==> config.mk <==
export PLATFORM = sky130hd
export DESIGN_NAME = voice_allocator
export DESIGN_NICKNAME = d
export VERILOG_FILES = /design/src/rtl/voice_allocator.sv
export SDC_FILE = /design/constraint.sdc
export NUM_CORES = 1
export LEC_CHECK = 0
export ABC_CLOCK_PERIOD_IN_PS = 4200
export CAP_MARGIN = 20
export CORE_MARGIN = 4
export CORE_UTILIZATION = 40
export CTS_BUF_LIST = sky130_fd_sc_hd__clkbuf_4 sky130_fd_sc_hd__clkbuf_8
export DETAILED_ROUTE_END_ITERATION = 6
export GPL_ROUTABILITY_DRIVEN = 0
export MAX_ROUTING_LAYER = met4
export SETUP_SLACK_MARGIN = 0.1
export SYNTH_ARGS = -nofsm -noshare
export SYNTH_HDL_FRONTEND = slang
export SYNTH_SLANG_ARGS = --single-unit
==> constraint.sdc <==
create_clock -name clk -period 4.2 [get_ports clk]
set_input_delay 0.84 -clock clk [delete_from_list [all_inputs] [get_ports clk]]
set_output_delay 0.84 -clock clk [all_outputs]
set_load 0.005 [all_outputs]
==> src/rtl/voice_allocator.sv <==
// voice_allocator: schedules note-on/note-off events onto a pool of N_VOICES voices.
// Optional build macro VOICE_STEAL_EN: a note-on into a full pool steals the oldest voice.
module voice_allocator #(
    parameter int unsigned N_VOICES = 8,
    parameter int unsigned AGE_W    = 8
) (
    input  logic                        clk,
    input  logic                        rstn,
    input  logic                        ev_valid,
    output logic                        ev_ready,
    input  logic                        ev_on,
    input  logic [6:0]                  ev_note,
    input  logic [6:0]                  ev_velocity,
    input  logic                        all_off,
    output logic                        voice_we,
    output logic [$clog2(N_VOICES)-1:0] voice_idx,
    output logic [6:0]                  voice_note,
    output logic [6:0]                  voice_velocity,
    output logic                        voice_gate,
    output logic                        voice_retrig,
    output logic [N_VOICES-1:0]         active_mask,
    output logic                        stolen,
    output logic                        dropped
);

    localparam int unsigned      IDX_W    = $clog2(N_VOICES);
    localparam logic [IDX_W-1:0] LAST_IDX = IDX_W'(N_VOICES - 1);
    localparam logic [AGE_W-1:0] AGE_MAX  = {AGE_W{1'b1}};

    typedef enum logic [1:0] {StIdle, StScan, StCommit, StFlush} state_e;

    state_e           state_q, state_d;
    logic [IDX_W-1:0] ptr_q, ptr_d;
    logic             flush_pend_q, flush_pend_d;
    logic             accept;

    logic [N_VOICES-1:0] active_q, active_d;
    logic [6:0]          note_q [N_VOICES];
    logic [6:0]          note_d [N_VOICES];
    logic [6:0]          vel_q  [N_VOICES];
    logic [6:0]          vel_d  [N_VOICES];
    logic [AGE_W-1:0]    age_q  [N_VOICES];
    logic [AGE_W-1:0]    age_d  [N_VOICES];

    logic       ev_on_q;
    logic [6:0] ev_note_q;
    logic [6:0] ev_vel_q;

    // *_q: result over voices already visited; *_c: including the voice under the pointer
    logic             match_vld_q, match_vld_c;
    logic [IDX_W-1:0] match_idx_q, match_idx_c;
    logic             free_vld_q, free_vld_c;
    logic [IDX_W-1:0] free_idx_q, free_idx_c;
`ifdef VOICE_STEAL_EN
    logic             old_vld_q, old_vld_c;
    logic [IDX_W-1:0] old_idx_q, old_idx_c;
    logic [AGE_W-1:0] old_age_q, old_age_c;
    logic             stolen_q, stolen_d;
`endif

    logic             we_q, we_d;
    logic [IDX_W-1:0] idx_q, idx_d;
    logic [6:0]       onote_q, onote_d;
    logic [6:0]       ovel_q, ovel_d;
    logic             gate_q, gate_d;
    logic             retrig_q, retrig_d;
    logic             dropped_q, dropped_d;

    logic             tgt_vld;
    logic [IDX_W-1:0] tgt_idx;

    assign ev_ready = (state_q == StIdle) && !flush_pend_q && !all_off;
    assign accept   = ev_valid && ev_ready;

    always_comb begin
        match_vld_c = match_vld_q;
        match_idx_c = match_idx_q;
        free_vld_c  = free_vld_q;
        free_idx_c  = free_idx_q;
        if (active_q[ptr_q] && (note_q[ptr_q] == ev_note_q) && !match_vld_q) begin
            match_vld_c = 1'b1;
            match_idx_c = ptr_q;
        end
        if (!active_q[ptr_q] && !free_vld_q) begin
            free_vld_c = 1'b1;
            free_idx_c = ptr_q;
        end
`ifdef VOICE_STEAL_EN
        old_vld_c = old_vld_q;
        old_idx_c = old_idx_q;
        old_age_c = old_age_q;
        // Strict compare keeps the lowest index on equal ages
        if (active_q[ptr_q] && (!old_vld_q || (age_q[ptr_q] > old_age_q))) begin
            old_vld_c = 1'b1;
            old_idx_c = ptr_q;
            old_age_c = age_q[ptr_q];
        end
`endif
    end

    always_comb begin
        state_d      = state_q;
        ptr_d        = ptr_q;
        flush_pend_d = flush_pend_q || all_off;
        active_d     = active_q;
        note_d       = note_q;
        vel_d        = vel_q;
        age_d        = age_q;
        we_d         = 1'b0;
        idx_d        = idx_q;
        onote_d      = onote_q;
        ovel_d       = ovel_q;
        gate_d       = gate_q;
        retrig_d     = retrig_q;
        dropped_d    = 1'b0;
`ifdef VOICE_STEAL_EN
        stolen_d     = 1'b0;
`endif
        tgt_vld      = 1'b0;
        tgt_idx      = '0;

        unique case (state_q)
            StIdle: begin
                if (flush_pend_q || all_off) begin
                    // An all_off seen in this cycle is served by the flush being entered
                    state_d      = StFlush;
                    ptr_d        = '0;
                    flush_pend_d = 1'b0;
                end else if (ev_valid) begin
                    state_d = StScan;
                    ptr_d   = '0;
                end
            end
            StScan: begin
                ptr_d = ptr_q + IDX_W'(1);
                if (ptr_q == LAST_IDX) begin
                    state_d = StCommit;
                    if (ev_on_q) begin
                        if (match_vld_c) begin
                            tgt_vld = 1'b1;
                            tgt_idx = match_idx_c;
                        end else if (free_vld_c) begin
                            tgt_vld = 1'b1;
                            tgt_idx = free_idx_c;
                        end
`ifdef VOICE_STEAL_EN
                        else begin
                            tgt_vld  = 1'b1;
                            tgt_idx  = old_idx_c;
                            stolen_d = 1'b1;
                        end
`else
                        else begin
                            dropped_d = 1'b1;
                        end
`endif
                        if (tgt_vld) begin
                            for (int unsigned i = 0; i < N_VOICES; i++) begin
                                if (active_q[i] && (age_q[i] != AGE_MAX)) begin
                                    age_d[i] = age_q[i] + AGE_W'(1);
                                end
                            end
                            active_d[tgt_idx] = 1'b1;
                            note_d[tgt_idx]   = ev_note_q;
                            vel_d[tgt_idx]    = ev_vel_q;
                            age_d[tgt_idx]    = '0;
                            we_d              = 1'b1;
                            idx_d             = tgt_idx;
                            onote_d           = ev_note_q;
                            ovel_d            = ev_vel_q;
                            gate_d            = 1'b1;
                            retrig_d          = 1'b1;
                        end
                    end else if (match_vld_c) begin
                        active_d[match_idx_c] = 1'b0;
                        we_d                  = 1'b1;
                        idx_d                 = match_idx_c;
                        onote_d               = note_q[match_idx_c];
                        ovel_d                = vel_q[match_idx_c];
                        gate_d                = 1'b0;
                        retrig_d              = 1'b0;
                    end
                end
            end
            StCommit: begin
                state_d = StIdle;
            end
            StFlush: begin
                if (active_q[ptr_q]) begin
                    we_d     = 1'b1;
                    idx_d    = ptr_q;
                    onote_d  = note_q[ptr_q];
                    ovel_d   = vel_q[ptr_q];
                    gate_d   = 1'b0;
                    retrig_d = 1'b0;
                end
                active_d[ptr_q] = 1'b0;
                age_d[ptr_q]    = '0;
                ptr_d           = ptr_q + IDX_W'(1);
                if (ptr_q == LAST_IDX) begin
                    state_d = StIdle;
                end
            end
            default: begin
                state_d = StIdle;
            end
        endcase
    end

    always_ff @(posedge clk or negedge rstn) begin
        if (!rstn) begin
            state_q      <= StIdle;
            ptr_q        <= '0;
            flush_pend_q <= 1'b0;
            active_q     <= '0;
            for (int unsigned i = 0; i < N_VOICES; i++) begin
                note_q[i] <= '0;
                vel_q[i]  <= '0;
                age_q[i]  <= '0;
            end
        end else begin
            state_q      <= state_d;
            ptr_q        <= ptr_d;
            flush_pend_q <= flush_pend_d;
            active_q     <= active_d;
            note_q       <= note_d;
            vel_q        <= vel_d;
            age_q        <= age_d;
        end
    end

    always_ff @(posedge clk or negedge rstn) begin
        if (!rstn) begin
            ev_on_q     <= 1'b0;
            ev_note_q   <= '0;
            ev_vel_q    <= '0;
            match_vld_q <= 1'b0;
            match_idx_q <= '0;
            free_vld_q  <= 1'b0;
            free_idx_q  <= '0;
        end else if (accept) begin
            // Velocity 0 on a note-on is a note-off
            ev_on_q     <= ev_on && (ev_velocity != 7'd0);
            ev_note_q   <= ev_note;
            ev_vel_q    <= ev_velocity;
            match_vld_q <= 1'b0;
            free_vld_q  <= 1'b0;
        end else if (state_q == StScan) begin
            match_vld_q <= match_vld_c;
            match_idx_q <= match_idx_c;
            free_vld_q  <= free_vld_c;
            free_idx_q  <= free_idx_c;
        end
    end

`ifdef VOICE_STEAL_EN
    always_ff @(posedge clk or negedge rstn) begin
        if (!rstn) begin
            old_vld_q <= 1'b0;
            old_idx_q <= '0;
            old_age_q <= '0;
            stolen_q  <= 1'b0;
        end else begin
            stolen_q <= stolen_d;
            if (accept) begin
                old_vld_q <= 1'b0;
            end else if (state_q == StScan) begin
                old_vld_q <= old_vld_c;
                old_idx_q <= old_idx_c;
                old_age_q <= old_age_c;
            end
        end
    end

    assign stolen = stolen_q;
`else
    assign stolen = 1'b0;
`endif

    always_ff @(posedge clk or negedge rstn) begin
        if (!rstn) begin
            we_q      <= 1'b0;
            idx_q     <= '0;
            onote_q   <= '0;
            ovel_q    <= '0;
            gate_q    <= 1'b0;
            retrig_q  <= 1'b0;
            dropped_q <= 1'b0;
        end else begin
            we_q      <= we_d;
            idx_q     <= idx_d;
            onote_q   <= onote_d;
            ovel_q    <= ovel_d;
            gate_q    <= gate_d;
            retrig_q  <= retrig_d;
            dropped_q <= dropped_d;
        end
    end

    assign voice_we       = we_q;
    assign voice_idx      = idx_q;
    assign voice_note     = onote_q;
    assign voice_velocity = ovel_q;
    assign voice_gate     = gate_q;
    assign voice_retrig   = retrig_q;
    assign dropped        = dropped_q;
    assign active_mask    = active_q;

endmodule

==> impl_metrics.ini, run 1 <==
[run_status]
status = finished with violations
violations = DRC

[clock_network]
clock_latency_ns = 0.45
clockBufferDepth = 2
cts_root_buffer = clkbuf_8
clock_sinks = 169
cts_buffers = 17
cts.clk_slew.worst_paths_ns = 0.09
htree_levels = 4
tritoncts = yes

[die]
ioPinCount = 50
coreArea_mm2 = 0.0228
fp.dieW_um = 161
fp.dieH_um = 161
num_rows = 55
die-area_mm2 = 0.0258
start_util = 0.409

[routing]
wire_per_inst_um = 23.5
met3_length_um = 1880
via_per_inst = 5.90
highest_layer = met4
routed_wl_um = 27200
ant_nets = 0
drt_iter0_markers = 721
drtPass1Iterations = 7
wl_met1_um = 11900
num_vias = 6834
drc = 1
met2WireLength_um = 12600

[sta]
rsz0062_at_grt = no
maxSlewHeadroom = 0.371
tightest_slew_ns = 0.944
worst_slack_ns = 0.248
fmax_mhz = 253
skew_ns = 0.0102
drv_slew = 0
timing.hold.ws_ns = 0.513
fin_crit_sh = 0.941
hold_viol_final = 0
setup_viol = 0
setup_tns_ns = 0
min_period_ns = 3.95

[setup_path]
crit_path_max_incr_delay_ns = 0.53
cp_top_family = simple AND/OR/NAND/NOR gates
reg2reg_setup_slack_ns = 0.25
worstPathMaxFanout = 13
path_class = reg2reg
r2r-start = ptr_q[2]
reg2reg_to = voice_velocity[0]
reg2reg_depth = 13
start_kind = flip-flop
critPathMostFrequentCell = buf_6
path_cells = buf_4 -> or3b_2 -> a21oi_2 -> a2111oi_2 -> or4_1 -> nand4b_1 -> nor2_2 -> buf_6 -> mux2i_4 -> buf_6 -> mux2_2 -> a222oi_1 -> a221oi_1
crit_buf_inv = 3
critPathSlowestCell = or4_1
cp.arrival_ns = 4.26
worstPathRequired_ns = 4.51
end_kind = flip-flop

[finish]
n_fill_cell = 2029
final_cell_area_mm2 = 0.0109
mostFrequentLayoutCell = mux2_2
areaGrowthSynthToFinish_pct = 17.0
antenna_cells = 0
most-common-layout-cells = mux2_2 (175), dfrtp_1 (166), clkdlybuf4s50_1 (47)
fin_nets = 853
layout-drive-gt1-share = 0.366
finalCoreUtilization = 0.478
finalNonFillerCells = 1158

[logic_synthesis]
ys_seq_area_frac = 0.454
syn_inst = 771
async_reset_ff_frac = 1.00
yosys_warnings = 0
synth_ff_type = dfrtp_1
synth_seq_cells = 169
synth.avg_cell_area_um2 = 12.1
ys_types = 69
synth_edf_count = 0
synthesis.area_mm2 = 0.00931
synth_nets = 792

[global_routing]
grt_pass1_wl_um = 41500
grt_max_degree = 103
grt_overflow_total = 0
grt_pass1_vias = 7008
antenna_found_initial = 0
grt_usage = 0.214

[power_and_ir_drop]
p_per_area_mw_per_mm2 = 469
p_leak_nw = 4.91
power_mw = 5.11
ir_drop_v = 0.000252

[worst_hold_path]
hp-class = in2async

[place]
dp.cells = 1110
pre_cts_ws_ns = -0.0729
place_hpwl_um = 17400
io_buffer_count = 48
placed_cell_area_mm2 = 0.0103

[flow_run]
maxCapViolations = 0
worst max-delay path by stage:
stage                                    to  cells after the start     start
final                     voice_velocity[0]                     13  ptr_q[2]
after global routing      voice_velocity[0]                     13  ptr_q[2]
after CTS                 voice_velocity[0]                     12  ptr_q[2]
after detailed placement  voice_velocity[6]                     13  ptr_q[2]
after global placement    voice_velocity[1]                     13  ptr_q[2]
after floorplan               voice_note[0]                     11  ptr_q[1]
flip-flops by register name, summed over array words and instances, names as in the netlist, 7 cells and up:
name / count
voice_note: 7
voice_velocity: 7
note_q: 56
vel_q: 56
active_mask: 8
ev_note_q: 7
ev_vel_q: 7
cells by family (layout without fill, tap and decap cells):
kind of cell               count (synthesis)  in the layout  synth area share
DFF                                      169            169             0.454
xor gates and xnor gates                   6              6           0.00645
other                                      1              1          0.000403
adders and majority gates                  2              2           0.00269
AOI/OAI and AO/OA                        146            146             0.121
muxes                                    241            241             0.304
and+or+nand+nor                          132            132            0.0689
buffers and inverters                     74            148            0.0419
routing by layer:
layer  vias to the layer above  GRT usage
met5                         -          -
met2                       312      0.332
met4                         0     0.0747
li1                       3000          -
met3                        57     0.0439
met1                      3465      0.280
synthesized netlist by cell type, types with 5 or more instances:
master | instances | area [um2]
o31ai_1 | 8 | 60.1
buf_6 | 6 | 67.6
buf_1 | 12 | 45.0
dfrtp_1 | 169 | 4230
nand3_1 | 7 | 35.0
nor3_1 | 8 | 40.0
nor2_1 | 42 | 158
a22o_1 | 5 | 43.8
mux4_2 | 11 | 248
a221oi_1 | 16 | 140
a21oi_1 | 20 | 100
o21a_1 | 16 | 120
buf_2 | 6 | 30.0
o22ai_1 | 9 | 56.3
nand2b_1 | 9 | 56.3
mux2i_1 | 43 | 430
clkbuf_1 | 25 | 93.8
nand3b_1 | 5 | 37.5
mux2_2 | 175 | 1970
o21ai_0 | 26 | 130
mux2_4 | 10 | 150
buf_4 | 16 | 120
nand2_1 | 35 | 131
a222oi_1 | 14 | 140
inv_1 | 8 | 30.0
final cells by class:
type	instances	area [um2]	area share
multi-input combinational	528	4720	0.433
sequential	169	4240	0.389
timing repair buffer	107	1080	0.0987
tap	313	392	0.0359
clock buffer	19	249	0.0228
clock inverter	13	191	0.0176
inverter	9	33.8	0.00310
where the power goes:
group          switching (mW)  internal [mW]  leakage, nW
Sequential              0.301           1.78         2.33
Combinational            1.01          0.727         2.36
Clock                   0.623          0.670        0.220
timing repair:
action                                  4_1_cts  5_1_grt
pin swaps                                     0        0
hold buffers                                  0        0
resized for setup                             2        6
endpoints found under the setup margin       56       70
setup buffers                                 0       13
cloned                                        0        1
Note: power is estimated with default switching activity, not from simulation.
==> run 2, diff against run 1 <==
--- a/config.mk
+++ b/config.mk
@@ -10,9 +10,11 @@
 export CORE_MARGIN = 4
 export CORE_UTILIZATION = 40
 export CTS_BUF_LIST = sky130_fd_sc_hd__clkbuf_4 sky130_fd_sc_hd__clkbuf_8
+export CTS_CLUSTER_DIAMETER = 150
 export DETAILED_ROUTE_END_ITERATION = 6
 export GPL_ROUTABILITY_DRIVEN = 0
 export MAX_ROUTING_LAYER = met4
+export RECOVER_POWER = 25
 export SETUP_SLACK_MARGIN = 0.1
 export SYNTH_ARGS = -nofsm -noshare
 export SYNTH_HDL_FRONTEND = slang
==> impl_metrics.ini, run 2 (synthesis results as in run 1) <==
[global_routing]
grt_max_degree = 103
grt_usage = 0.214
gr-usage-met3 = 0.0439
grt_pass1_vias = 7008
use_met1 = 0.280
antenna_found_initial = 0
busiest_layer = met2
met2_usage = 0.332
grt_overflow_total = 0
grt_pass1_wl_um = 41500

[sta]
rsz0062_at_grt = no
setup_viol = 0
fin_crit_sh = 0.950
skew_ns = 0.0102
hold_viol_final = 0
fmax_mhz = 251
min_period_ns = 3.99
setup_tns_ns = 0
maxSlewHeadroom = -0.721
tightest_slew_ns = 2.58
drv_slew = 103

[finish]
finalCoreUtilization = 0.478
layout-drive-gt1-share = 0.366
fin_nets = 853
antenna_cells = 0
n_fill_cell = 2030
mostFrequentLayoutCell = mux2_2
areaGrowthSynthToFinish_pct = 17.0
most-common-layout-cells = mux2_2 (175), dfrtp_1 (166), clkdlybuf4s50_1 (46)

[routing]
ant_nets = 0
drc = 25
routed_wl_um = 27200
num_vias = 6850
via_per_inst = 5.92
drt_iter0_markers = 721
drtPass1Iterations = 7
wire_per_inst_um = 23.5

[clock_network]
clock_latency_ns = 0.45
clockBufferDepth = 2
htree_levels = 4
cts_hold_buf = 0
cts.clk_slew.worst_paths_ns = 0.09
tritoncts = yes
cts_root_buffer = clkbuf_8
clock_sinks = 169
cts_buffers = 17

[setup_path]
cp.depth = 13
reg2reg_depth = 13
worstPathRequired_ns = 4.51
cp_top_family = simple AND/OR/NAND/NOR gates
path_cells = buf_4 -> or3b_2 -> a21oi_2 -> a2111oi_2 -> or4_1 -> nand4b_1 -> nor2_2 -> buf_6 -> mux2i_4 -> buf_6 -> mux2_2 -> a222oi_1 -> a221oi_1
crit_path_max_incr_delay_ns = 0.53
crit_path_end = voice_velocity[0]
cp.arrival_ns = 4.30
worstPathMaxFanout = 13
end_kind = flip-flop
r2r-start = ptr_q[2]
reg2reg_to = voice_velocity[0]
path_class = reg2reg
crit_buf_inv = 3
critPathMostFrequentCell = buf_6
crit_start = ptr_q[2]
start_kind = flip-flop
critPathSlowestCell = or4_1
reg2reg_setup_slack_ns = 0.21

[die]
coreArea_mm2 = 0.0228
ioPinCount = 50
fp.dieH_um = 161
num_rows = 55
fp.dieW_um = 161
start_util = 0.409
die-area_mm2 = 0.0258

[worst_hold_path]
hp-class = reg2reg

[run_status]
status = finished with violations
violations = DRC, capacitance limit, slew limit

[power_and_ir_drop]
p_leak_nw = 4.91
p_per_area_mw_per_mm2 = 469
power_mw = 5.11
ir_drop_v = 0.000251

[place]
io_buffer_count = 48
place_hpwl_um = 17400

[flow_run]
maxCapViolations = 1
[run 2: tightest hold or removal path: stages, from the launching register on]
cell	delay (ns)
dfrtp_1	0.34
nor2_1	0.05
nor2_1	0.10
[run 2: layout make-up]
| cell class | count | area [um2] | area share |
|---|---|---|---|
| clock buffer | 19 | 249 | 0.0229 |
| clock inverter | 13 | 191 | 0.0176 |
| inverter | 9 | 33.8 | 0.00310 |
| multi-input combinational | 528 | 4720 | 0.433 |
| sequential | 169 | 4240 | 0.389 |
| tap | 313 | 392 | 0.0360 |
| timing repair buffer | 107 | 1070 | 0.0982 |
[run 2: worst min path at each step]
stage | depth (start not counted) | slack [ns] | from | end
after floorplan | 2 | 0.47 | flush_pend_q | flush_pend_q
after global placement | 2 | 0.48 | flush_pend_q | flush_pend_q
after detailed placement | 1 | 0.51 | free_idx_q[0] | free_idx_q[0]
after CTS | 1 | 0.54 | rstn | flush_pend_q
after global routing | 1 | 0.55 | vel_q[13] | vel_q[13]
final | 2 | 0.53 | flush_pend_q | flush_pend_q
[run 2: metal layers]
| metal | wire length, um | share of wire | vias to the layer above |
|---|---|---|---|
| met5 | 0 | 0 | - |
| met4 | 731 | 0.027 | 0 |
| met3 | 1890 | 0.069 | 51 |
| met2 | 12700 | 0.47 | 312 |
| met1 | 11900 | 0.44 | 3486 |
| li1 | - | - | 3001 |
[run 2: metrics by stage]
step | std cells | setup WS [ns] | area (um2) | hold WS, ns
floorplan | 771 | 0.542 | 9310 | 0.465
global placement | 1110 | -0.0327 | 10300 | 0.482
detailed placement | 1110 | -0.0729 | 10300 | 0.510
CTS | 1142 | 0.136 | 10700 | 0.537
global route | 1158 | 0.0960 | 10900 | 0.549
finish | 1158 | 0.208 | 10900 | 0.529
[run 2: repair_timing]
| action | in CTS | in global routing |
|---|---|---|
| gates cloned | 0 | 1 |
| setup buffers | 0 | 13 |
| endpoints found under the setup margin | 56 | 70 |
| gates resized for setup | 2 | 6 |
[run 2: where the power goes]
part / internal [mW] / total [mW] / switching [mW]
clock network: 0.670 / 1.29 / 0.623
logic: 0.726 / 1.73 / 1.01
registers: 1.78 / 2.08 / 0.301
==> run 3, diff against run 2 <==
==> constraint.sdc (replaced) <==
create_clock -name clk -period 4.2 [get_ports clk]
set_input_delay 0.84 -clock clk [delete_from_list [all_inputs] [get_ports clk]]
set_output_delay 0.84 -clock clk [all_outputs]
set_load 0.01 [all_outputs]
==> results of run 3 <==
The final DEF is identical to that of run 2. Status: finished with violations: DRC, capacitance limit, slew limit.
Among the figures that moved: total power 5.11 mW -> 5.13 mW
